`config.mk`:
```
export PLATFORM = sky130hd
export DESIGN_NAME = qmult_pipe
export DESIGN_NICKNAME = d
export VERILOG_FILES = /design/src/rtl/qmult_pipe.sv
export SDC_FILE = /design/constraint.sdc
export NUM_CORES = 1
export LEC_CHECK = 0
export CAP_MARGIN = 5
export CORE_MARGIN = 2
export CORE_UTILIZATION = 35
export CTS_CLUSTER_DIAMETER = 80
export DETAILED_ROUTE_END_ITERATION = 7
export GPL_TIMING_DRIVEN = 0
export PLACE_DENSITY = 0.53
export SYNTH_ARGS = -nofsm -noshare
export SYNTH_HDL_FRONTEND = slang
export SYNTH_SLANG_ARGS = --single-unit
export TNS_END_PERCENT = 5
```
`constraint.sdc`:
```
create_clock -name clk -period 8.4 [get_ports clk]
set_input_delay 0.84 -clock clk [delete_from_list [all_inputs] [get_ports clk]]
set_output_delay 0.84 -clock clk [all_outputs]
set_load 0.1 [all_outputs]
```
`src/rtl/qmult_pipe.sv`:
```
// Three-stage, multi-lane sign-magnitude Q-format multiplier with valid/ready flow control.
// Rounding/saturation modes travel with each beat; overflow is flagged per lane and accumulated in sticky bits.
module qmult_pipe #(
  parameter int Q     = 9,
  parameter int N     = 16,
  parameter int LANES = 2
) (
  input  logic                 clk,
  input  logic                 rst,
  input  logic                 in_valid,
  output logic                 in_ready,
  input  logic [LANES*N-1:0]   in_a,
  input  logic [LANES*N-1:0]   in_b,
  input  logic                 in_round,
  input  logic                 in_sat,
  output logic                 out_valid,
  input  logic                 out_ready,
  output logic [LANES*N-1:0]   out_result,
  output logic [LANES-1:0]     out_ovr,
  output logic [LANES-1:0]     ovr_sticky,
  input  logic                 ovr_clr
);

  localparam int W1 = 2*N-2;   // raw magnitude product width
  localparam int W2 = 2*N-1;   // rounded width, leaves room for the carry
  localparam int WK = W2-Q;    // bits kept once the fraction below Q is dropped
  localparam logic [W2-1:0] HALF_ULP = {{(W2-1){1'b0}}, 1'b1} << (Q-1);

  logic                        en_s;
  logic                        v1_r, rnd1_r, sat1_r;
  logic [LANES-1:0]            sgn1_r;
  logic [LANES-1:0][W1-1:0]    mag1_r;
  logic                        v2_r, sat2_r;
  logic [LANES-1:0]            sgn2_r;
  logic [LANES-1:0][WK-1:0]    mag2_r;

  logic [LANES-1:0]            sgn_s;
  logic [LANES-1:0][W1-1:0]    prod_s;
  logic [LANES-1:0][W2-1:0]    rnd_sum_s;
  logic [LANES-1:0]            ovf_s;
  logic [LANES-1:0][N-2:0]     rmag_s;
  logic [LANES-1:0][N-1:0]     res_s;

  assign en_s     = !out_valid | out_ready;
  assign in_ready = en_s;

  // Per-lane datapath: sign/product, rounding add, then overflow, saturation and -0 suppression.
  always_comb begin
    sgn_s     = '0;
    prod_s    = '0;
    rnd_sum_s = '0;
    ovf_s     = '0;
    rmag_s    = '0;
    res_s     = '0;
    for (int k = 0; k < LANES; k++) begin
      sgn_s[k]     = in_a[k*N+N-1] ^ in_b[k*N+N-1];
      prod_s[k]    = W1'(in_a[k*N +: N-1]) * W1'(in_b[k*N +: N-1]);
      rnd_sum_s[k] = {1'b0, mag1_r[k]} + (rnd1_r ? HALF_ULP : {W2{1'b0}});
      ovf_s[k]     = |mag2_r[k][WK-1:N-1];
      rmag_s[k]    = (ovf_s[k] & sat2_r) ? {(N-1){1'b1}} : mag2_r[k][N-2:0];
      res_s[k]     = {sgn2_r[k] & (rmag_s[k] != {(N-1){1'b0}}), rmag_s[k]};
    end
  end

  // Pipeline registers; every stage holds together while the output is stalled.
  always_ff @(posedge clk) begin
    if (rst) begin
      v1_r       <= 1'b0;
      rnd1_r     <= 1'b0;
      sat1_r     <= 1'b0;
      sgn1_r     <= {LANES{1'b0}};
      mag1_r     <= '0;
      v2_r       <= 1'b0;
      sat2_r     <= 1'b0;
      sgn2_r     <= {LANES{1'b0}};
      mag2_r     <= '0;
      out_valid  <= 1'b0;
      out_result <= {(LANES*N){1'b0}};
      out_ovr    <= {LANES{1'b0}};
    end else if (en_s) begin
      v1_r       <= in_valid;
      rnd1_r     <= in_round;
      sat1_r     <= in_sat;
      sgn1_r     <= sgn_s;
      mag1_r     <= prod_s;
      v2_r       <= v1_r;
      sat2_r     <= sat1_r;
      sgn2_r     <= sgn1_r;
      for (int k = 0; k < LANES; k++) begin
        mag2_r[k] <= rnd_sum_s[k][W2-1:Q];
      end
      out_valid  <= v2_r;
      out_result <= res_s;
      out_ovr    <= ovf_s;
    end else begin
      out_valid  <= out_valid;
    end
  end

  // Sticky overflow: a transferred overflowing beat sets, ovr_clr clears, set has priority.
  always_ff @(posedge clk) begin
    if (rst) begin
      ovr_sticky <= {LANES{1'b0}};
    end else begin
      ovr_sticky <= (ovr_clr ? {LANES{1'b0}} : ovr_sticky) |
                    ((out_valid & out_ready) ? out_ovr : {LANES{1'b0}});
    end
  end

endmodule

```
# Yosys cells after proc, flatten, opt, wreduce, memory -nomap -nowiden
# Cells that the tools add are included.
dict set report classes {
  n_bitwise 9
  mul 2
  muxes 5
  reduce_logical 5
  addsub 2
}
# cell count
set op_table {}
lappend op_table {{15-bit by 15-bit multiplier with 30-bit output} 2}
lappend op_table {{30-bit by 31-bit adder with 31-bit output} 1}
lappend op_table {{30-bit by 9-bit adder with 31-bit output} 1}
lappend op_table {{15-bit two-way mux} 2}
lappend op_table {{15-bit nonzero test} 2}
lappend op_table {{7-bit OR reduction} 2}
lappend op_table {{9-bit two-way mux} 1}
lappend op_table {{1-bit AND} 5}
lappend op_table {{2-bit two-way mux} 2}
lappend op_table {{2-bit bitwise OR} 1}
lappend op_table {{1-bit bitwise XOR} 2}
lappend op_table {{1-bit zero test} 1}
lappend op_table {{1-bit bitwise OR} 1}
dict set report word_totals {
  output_inout_bits 38
  inputBits 71
  register_bits 150
  elab_cells 38
}

# Depth between registers and ports, before layout
# Gate-level depths: netlist (run 1).
dict set report logic_depth {
  depth_word 5
  mapped_depth 24
  ltp_nobuf 22
}

# Worst setup path after synthesis (run 1)
# OpenSTA, ideal clock, no wires.
dict set report synth_timing {
  path_type {input -> register}
  startpoint {in in_a[10]}
  endpoint {reg mag1_r[25] in the netlist's numbering}
  required_ns 8.283
  path_slack_ns 2.116
  arrival_time_ns 6.166
  setup_time_ns 0.117
  n_path_buf 1
  path_stages 22
  path_cell_list {clkbuf_1 and2_1 fa_1 inv_1 fa_1 inv_1 fa_1 inv_1 fa_1 inv_1 fa_1 inv_1 fa_1 inv_1 ha_1 a21o_1 a211oi_2 a21oi_1 o311ai_2 a21boi_1 or3_1 a32o_1}
}
dict set report synth_between {
  elab_chain_len 1
}
# element line
set synth_lines {}
lappend synth_lines {{start, declared} 12} ;# input logic [LANES*N-1:0] in_a,
lappend synth_lines {{15-bit by 15-bit multiplier with 30-bit output} 57} ;# prod_s[k] = W1'(in_a[k*N +: N-1]) * W1'(in_b[k*N +: N-1]);
lappend synth_lines {{end signal, assigned} 85} ;# mag1_r <= prod_s;
lappend synth_lines {{end, declared} 32} ;# logic [LANES-1:0][W1-1:0] mag1_r;
# Every way passes these cells.
# A chain may end at the register's enable or synchronous reset.

# Worst setup path after layout (run 1)
dict set report layout_timing {
  startpoint {in in_b[7]}
  endpoint {reg mag1_r[29] in the netlist's numbering}
}
dict set report layout_between {
  elab_chain_len 1
}
# element line
set layout_lines {}
lappend layout_lines {{start, declared} 13} ;# input logic [LANES*N-1:0] in_b,
lappend layout_lines {{15-bit by 15-bit multiplier with 30-bit output} 57}
# Every way passes these cells.

==> qor.csv, run 1 <==
stage,metric,value,unit
finish,nets@finish,3032,
floorplanning,# rows,88,
cts,hold buffer count at CTS,0,
synthesis,Commonest cells post-synth,"inv_1 (403), fa_1 (332), nand2_1 (283), and2_1 (269), ha_1 (184)",
sta,setup violators final,0,
floorplanning,core footprint,0.0574,sq mm
sta,worst-margin pin slew,990,ps
status,status,"complete, no violations",
sta,final total negative setup slack,0,ps
global_routing,largest net degree at the start of global routing,17,
cts,post-cts resize count,0,
synthesis,synth warn,0,
worst_setup_path,Most common cell on crit path,fa_1,
worst_setup_path,worst reg2reg path startpoint,out_valid$_SDFFE_PP0P_,
synthesis,Area contributors post-synth,"fa_1 (33%), dfxtp_1 (13%), ha_1 (11%), and2_1 (8.3%), inv_1 (7.5%)",
place,HPWL after detailed placement,45.6,mm
floorplanning,IO Count,109,
floorplanning,die width,244,um
cts,root buf cell,clkbuf_16,
place,RePlAce Congestion,0.889,
sta,relative slew slack,33.8,%
synthesis,number of flops mapped to enable cells by yosys,0,
route,post-route ant nets,0,
route,residual DRC count,0,
synthesis,Synth area leader,fa_1,
route,initial DRC count,773,
worst_setup_path,Critical Path Source,in_b[7],
sta,fin crit share,86.5,%
worst_setup_path,Crit. End Element,flop,
sta,Clock Skew,10.9,ps
global_routing,first-pass GRT wire length,88.1,mm
cts,H-tree lvl count,4,
synthesis,"Cell Area, Synth",0.0202,sq mm
floorplanning,DIE AREA,0.0596,sq mm
cts,Clock Latency Late Sink,430,ps
worst_setup_path,crit path max fanout,10,
worst_hold_path,hold path start,mag2_r[43]$_SDFFE_PP0P_,
cts,postcts setup bufs,0,
route,total number of vias,15800,
floorplanning,Die Height,244,um
finish,share of post-route cells with drive strength above 1,2.28,%
synthesis,"Top FF cell, synth",dfxtp_1,
sta,fmax,138,MHz
cts,CTS sink count,134,
route,wire per inst,16.6,um
sta,RSZ-0062 raised after global routing,false,
synthesis,post-synthesis cell count,2319,
route,routed wire length,53.6,mm
worst_setup_path,crit path to,mag1_r[29]$_SDFFE_PP0P_,
synthesis,post-synth top area share,32.9,%
synthesis,syn_area_per_cell,8.71,sq um
global_routing,total track usage,18.5,%
route,Initial DRT Pass Iterations,5,
sta,Fin. Hold Viols,0,
cts,CTS tree,yes,
worst_hold_path,Hold Crit Class,reg2reg,
global_routing,vias in the first global route,16700,
worst_setup_path,r2r endpoint,mag1_r[45]$_SDFFE_PP0P_,
cts,CTS buffer count,17,
worst_setup_path,crit path cell chain,clkdlybuf4s50_1 -> clkbuf_1 -> nand2_1 -> fa_1 -> fa_1 -> inv_1 -> fa_1 -> fa_1 -> fa_1 -> inv_1 -> fa_1 -> inv_1 -> ha_1 -> a21oi_1 -> o21ai_1 -> a211oi_2 -> a21oi_1 -> nor3_1 -> o41ai_2 -> xnor2_1 -> a21oi_1,
worst_setup_path,worst reg2reg path depth,7,
worst_setup_path,critical path's slowest cell,clkdlybuf4s50_1,
worst_setup_path,WP data arrival,7550,ps
worst_setup_path,crit path kind,in2reg,
sta,fin crit period,7260,ps
run,max-cap viol count,0,
worst_setup_path,"slowest stage delay, CP",760,ps
route,Via density,4.90,
synthesis,sequential area share after synthesis,13.3,%
synthesis,Mapped Nets,2906,
sta,Final Slew Violations,0,
synthesis,"count leader, synth",inv_1,
finish,final core occ,39.8,%
finish,# fillers,5826,
worst_setup_path,startpoint types,primary input,
synthesis,register bit total from synthesis,134,
floorplanning,initial core utilization,35.2,%
finish,Syn-to-layout area delta,13.0,%
worst_setup_path,Reg2Reg Setup Slack,5830,ps
cts,Longest Clk Path Bufs,2,
place,Buffers on Ports,107,
global_routing,initial antenna violation count,2,
synthesis,ys async rst share,0,%
cts,clock-pin slew on the worst setup and hold paths,60,ps
global_routing,total gr overflow,0,
worst_setup_path,WP data required,8680,ps
synthesis,post-synth cell types,65,
-- through the flow --
step	cell area, sq um	hold WS [ps]	setup slack [ps]	cells
finish	22800	453	1140	3223
global route	22800	469	890	3222
CTS	22800	456	1250	3222
detailed placement	22200	451	789	3191
global placement	22200	440	841	3191
floorplan	20200	427	2120	2319
-- critical path, delay by kind of cell --
family | cells | cell delay, ps
xor gates and xnor gates | 1 | 280
and+or+nand+nor | 2 | 730
buffers and inverters | 5 | 1420
AOI/OAI and AO/OA | 6 | 960
adders and majority gates | 7 | 3330
-- kinds of logic after synthesis --
group	synth area share, %
and+or+nand+nor	19.6
adders and majority gates	44.3
xor gates and xnor gates	3.43
buffers and inverters	9.61
AOI/OAI and AO/OA	9.69
muxes	0.105
DFF	13.3
-- worst min-delay path by stage --
| stage | end | depth (start not counted) |
|---|---|---|
| floorplan | mag1_r[38]$_SDFFE_PP0P_ | 2 |
| global placement | v2_r$_SDFFE_PP0P_ | 2 |
| detailed placement | sgn2_r[1]$_SDFFE_PP0P_ | 2 |
| CTS | sgn2_r[1]$_SDFFE_PP0P_ | 2 |
| global route | v2_r$_SDFFE_PP0P_ | 2 |
| finish | mag2_r[43]$_SDFFE_PP0P_ | 2 |
-- registers in the layout, indices dropped and copies added, names as in the netlist --
| name | cells |
|---|---|
| rnd1_r | 1 |
| sgn1_r | 2 |
| mag1_r | 44 |
| v2_r | 1 |
| out_valid | 1 |
| sgn2_r | 2 |
| ovr_sticky | 2 |
| v1_r | 1 |
| out_ovr | 2 |
| out_result | 32 |
| sat2_r | 1 |
| sat1_r | 1 |
| mag2_r | 44 |
-- final cells by class --
class / instances / area, sq um / area share, %
flip-flops and latches: 134 / 2680 / 11.8
well taps: 765 / 957 / 4.20
multi-input cells: 1668 / 15600 / 68.2
inverters: 405 / 1520 / 6.66
clock buffers: 22 / 464 / 2.03
diodes: 1 / 2.50 / 0.0110
plain buffers: 112 / 420 / 1.84
clock inverters: 9 / 126 / 0.554
repair buffers: 107 / 1070 / 4.69
-- metal layers --
metal  routed length (um)  share of wire (%)  global-route usage, %  up-vias
met5                    0                  0                      0        -
met4                  888                1.7                   4.05        0
met3                 1750                3.3                   1.94       57
met2                26900                 50                   33.1      286
met1                24100                 45                   24.0     7909
li1                     -                  -                      -     7543
-- layout by cell type, fill, tap and decap left out, types with 11 or more instances in the layout --
master and n:
clkbuf_1 112, xnor2_1 35, o21ai_0 42, nor3_1 27, clkdlybuf4s50_1 107, nor2_1 103
and2_1 269, a21oi_1 65, nand4_1 20, xor2_1 44, a21o_1 22, inv_1 403
nand3_1 31, nand2_1 283, fa_1 332, a211oi_1 43, dfxtp_1 134, clkbuf_16 17
o221a_2 15, a22o_1 21, and3_1 20, ha_1 184, o21ai_1 11
Power of run 1 is not shown: default switching activity piles up to over one toggle a cycle in this logic, so the estimate is an artifact.
==> run 2: changes to the inputs <==
Settings changed: ABC_AREA set to 1, CAP_MARGIN 5 to not set.
==> run 2 against run 1 <==
Net effect:
- routed wire length rose by 15%
- critical path depth rose by 2
- cell count rose by 25%
- via count rose by 18%
- non-clock buffer count fell by 8
- maximum frequency rose by 5.9%
- worst setup slack improved by 410 ps
- sequential share of layout area fell by 0.85 points
- synthesized cell count rose by 32%
- register-to-register slack improved by 340 ps
- global-route usage rose by 1.7 points
==> qor.csv, run 2 <==
stage,metric,value,unit
synthesis,Mapped Nets,3648,
cts,H-tree lvl count,4,
cts,Clock Latency Late Sink,430,ps
global_routing,GR Layer Usage met2,36.4,%
worst_hold_path,hold path start,ovr_sticky[0]$_SDFF_PP0_,
route,initial DRC count,1126,
status,status,"complete, no violations",
sta,fin crit share,81.6,%
finish,Multi-input gate area,0.0155,sq mm
synthesis,"Cell Area, Synth",0.0219,sq mm
finish,Final Instance Area,0.0246,sq mm
cts,CTS sink count,134,
global_routing,total track usage,20.2,%
synthesis,post-synth cell types,44,
synthesis,sequential area share after synthesis,12.2,%
finish,Syn-to-layout area delta,12.1,%
synthesis,"count leader, synth",inv_1,
finish,nets@finish,3774,
worst_hold_path,Hold Crit Class,reg2reg,
floorplanning,Die Height,254,um
sta,Clock Skew,9.81,ps
cts,root buf cell,clkbuf_16,
cts,postcts setup bufs,0,
route,routed wire length,61.9,mm
finish,"commonest cells after routing, fill and taps aside","inv_1 (885), nand2_1 (733), fa_1 (332)",
sta,relative slew slack,32.7,%
finish,# fillers,6617,
synthesis,post-synth top area share,30.3,%
place,HPWL after detailed placement,52.3,mm
worst_setup_path,"slowest stage delay, CP",720,ps
route,wire per inst,15.3,um
worst_setup_path,"Largest delay share family, worst path",adder cells,
sta,Fin. Hold Viols,0,
sta,fin crit period,6860,ps
cts,CTS buffer count,17,
sta,RSZ-0062 raised after global routing,false,
floorplanning,# rows,91,
finish,Post-Layout Cell Count,4037,
worst_setup_path,Most common cell on crit path,fa_1,
floorplanning,IO Count,109,
synthesis,post-synthesis cell count,3061,
place,placed instance count,4005,
global_routing,M1 GR Usage,26.2,%
global_routing,initial antenna violation count,0,
finish,share of post-route cells with drive strength above 1,2.25,%
global_routing,vias in the first global route,19400,
synthesis,"Top FF cell, synth",dfxtp_1,
floorplanning,die width,254,um
worst_setup_path,crit path cell chain,clkdlybuf4s50_1 -> clkbuf_1 -> nand2_1 -> fa_1 -> fa_1 -> fa_1 -> inv_1 -> fa_1 -> fa_1 -> inv_1 -> fa_1 -> inv_1 -> ha_1 -> a21oi_1 -> inv_1 -> nor2_1 -> o21ai_0 -> a21oi_1 -> nand2_1 -> nand2_1 -> nand3_1 -> nand2_1 -> inv_1,
cts,CTS tree,yes,
worst_setup_path,Crit. End Element,flop,
floorplanning,core footprint,0.0618,sq mm
route,residual DRC count,0,
worst_setup_path,Worst Path Buf+Inv,7,
worst_setup_path,Critical Path Source,in_a[23],
cts,Longest Clk Path Bufs,2,
finish,"commonest non-fill, non-tap cell in the layout",inv_1,
cts,clock-pin slew on the worst setup and hold paths,60,ps
sta,worst-margin pin slew,1010,ps
synthesis,Commonest cells post-synth,"inv_1 (885), nand2_1 (733), fa_1 (332), ha_1 (184), nor2_1 (138)",
floorplanning,DIE AREA,0.0646,sq mm
synthesis,synth warn,0,
synthesis,Synth area leader,fa_1,
global_routing,met3 Track Usage GR,1.60,%
cts,post-cts resize count,0,
global_routing,total gr overflow,0,
finish,leading registers by flop count,"mag1_r (44), mag2_r (44), out_result (32)",
place,RePlAce Congestion,0.889,
global_routing,"Most Used Layer, Global Route",met2,
finish,FF+latch area,0.00268,sq mm
route,Via density,4.60,
synthesis,number of flops mapped to enable cells by yosys,0,
global_routing,largest net degree at the start of global routing,17,
route,Initial DRT Pass Iterations,5,
floorplanning,initial core utilization,35.5,%
place,Buffers on Ports,107,
global_routing,first-pass GRT wire length,102,mm
synthesis,syn_area_per_cell,7.16,sq um
sta,final hold slack,466,ps
sta,setup violators final,0,
run,max-cap viol count,0,
sta,Final Slew Violations,0,
worst_setup_path,critical path's slowest cell,clkdlybuf4s50_1,
worst_setup_path,startpoint types,primary input,
route,post-route ant nets,0,
sta,final total negative setup slack,0,ps
route,total number of vias,18600,
worst_setup_path,crit path kind,in2reg,
place,Placed Area,0.0240,sq mm
worst_setup_path,worst reg2reg path startpoint,rnd1_r$_SDFFE_PP0P_,
worst_setup_path,WP data arrival,7190,ps
synthesis,ys async rst share,0,%
sta,fmax,146,MHz
cts,hold buffer count at CTS,0,
synthesis,register bit total from synthesis,134,
synthesis,Area contributors post-synth,"fa_1 (30%), inv_1 (15%), nand2_1 (13%), dfxtp_1 (12%), ha_1 (11%)",
worst_setup_path,crit path max fanout,10,
worst_setup_path,WP data required,8730,ps
run 2: cell type report:
cell class,count,share of cell area (%)
well taps,837,4.26
clock buffers,21,1.91
flip-flops and latches,134,10.9
repair buffers,107,4.36
inverters,889,13.6
plain buffers,104,1.61
diodes,1,0.0102
multi-input cells,1934,63.1
clock inverters,10,0.290
run 2: worst paths after layout:
check	slack [ps]	cells past startpoint	end
hold / removal	470	2	ovr_sticky[0]$_SDFF_PP0_
setup / recovery	1540	23	mag1_r[56]$_SDFFE_PP0P_
hold reg to reg	470	2	ovr_sticky[0]$_SDFF_PP0_
setup reg to reg	6170	12	mag2_r[41]$_SDFFE_PP0P_
run 2: cell families (layout without fill, tap and decap cells):
logic type / count (synthesis) / after routing / synth area share, %
buf+inv: 993 / 1131 / 17.0
other cells: 0 / 1 / 0
compound gates: 325 / 325 / 8.41
xor+xnor: 46 / 46 / 1.84
flops: 134 / 134 / 12.2
fa+ha+maj: 516 / 516 / 40.8
simple gates: 1047 / 1047 / 19.7
run 2: stage by stage:
step	utilization [%]	worst slack, ps
final	39.8	1540
after detailed placement	38.9	1110
after global placement	38.9	1120
after global routing	39.8	1200
after floorplan	-	2650
after CTS	39.8	1550
run 2: per-layer routing:
metal | up-vias | part of all wire [%] | wire length (um)
met3 | 74 | 3.0 | 1850
met4 | 0 | 2.3 | 1420
met1 | 8887 | 45 | 28100
li1 | 9274 | - | -
met2 | 338 | 49 | 30500
met5 | - | 0 | 0
run 2: tightest hold or removal path: stages (launching register included):
cell     delay [ps]
dfxtp_1         310
nand2_1          60
a21oi_1          50
Power of run 2 is left out for the same reason.
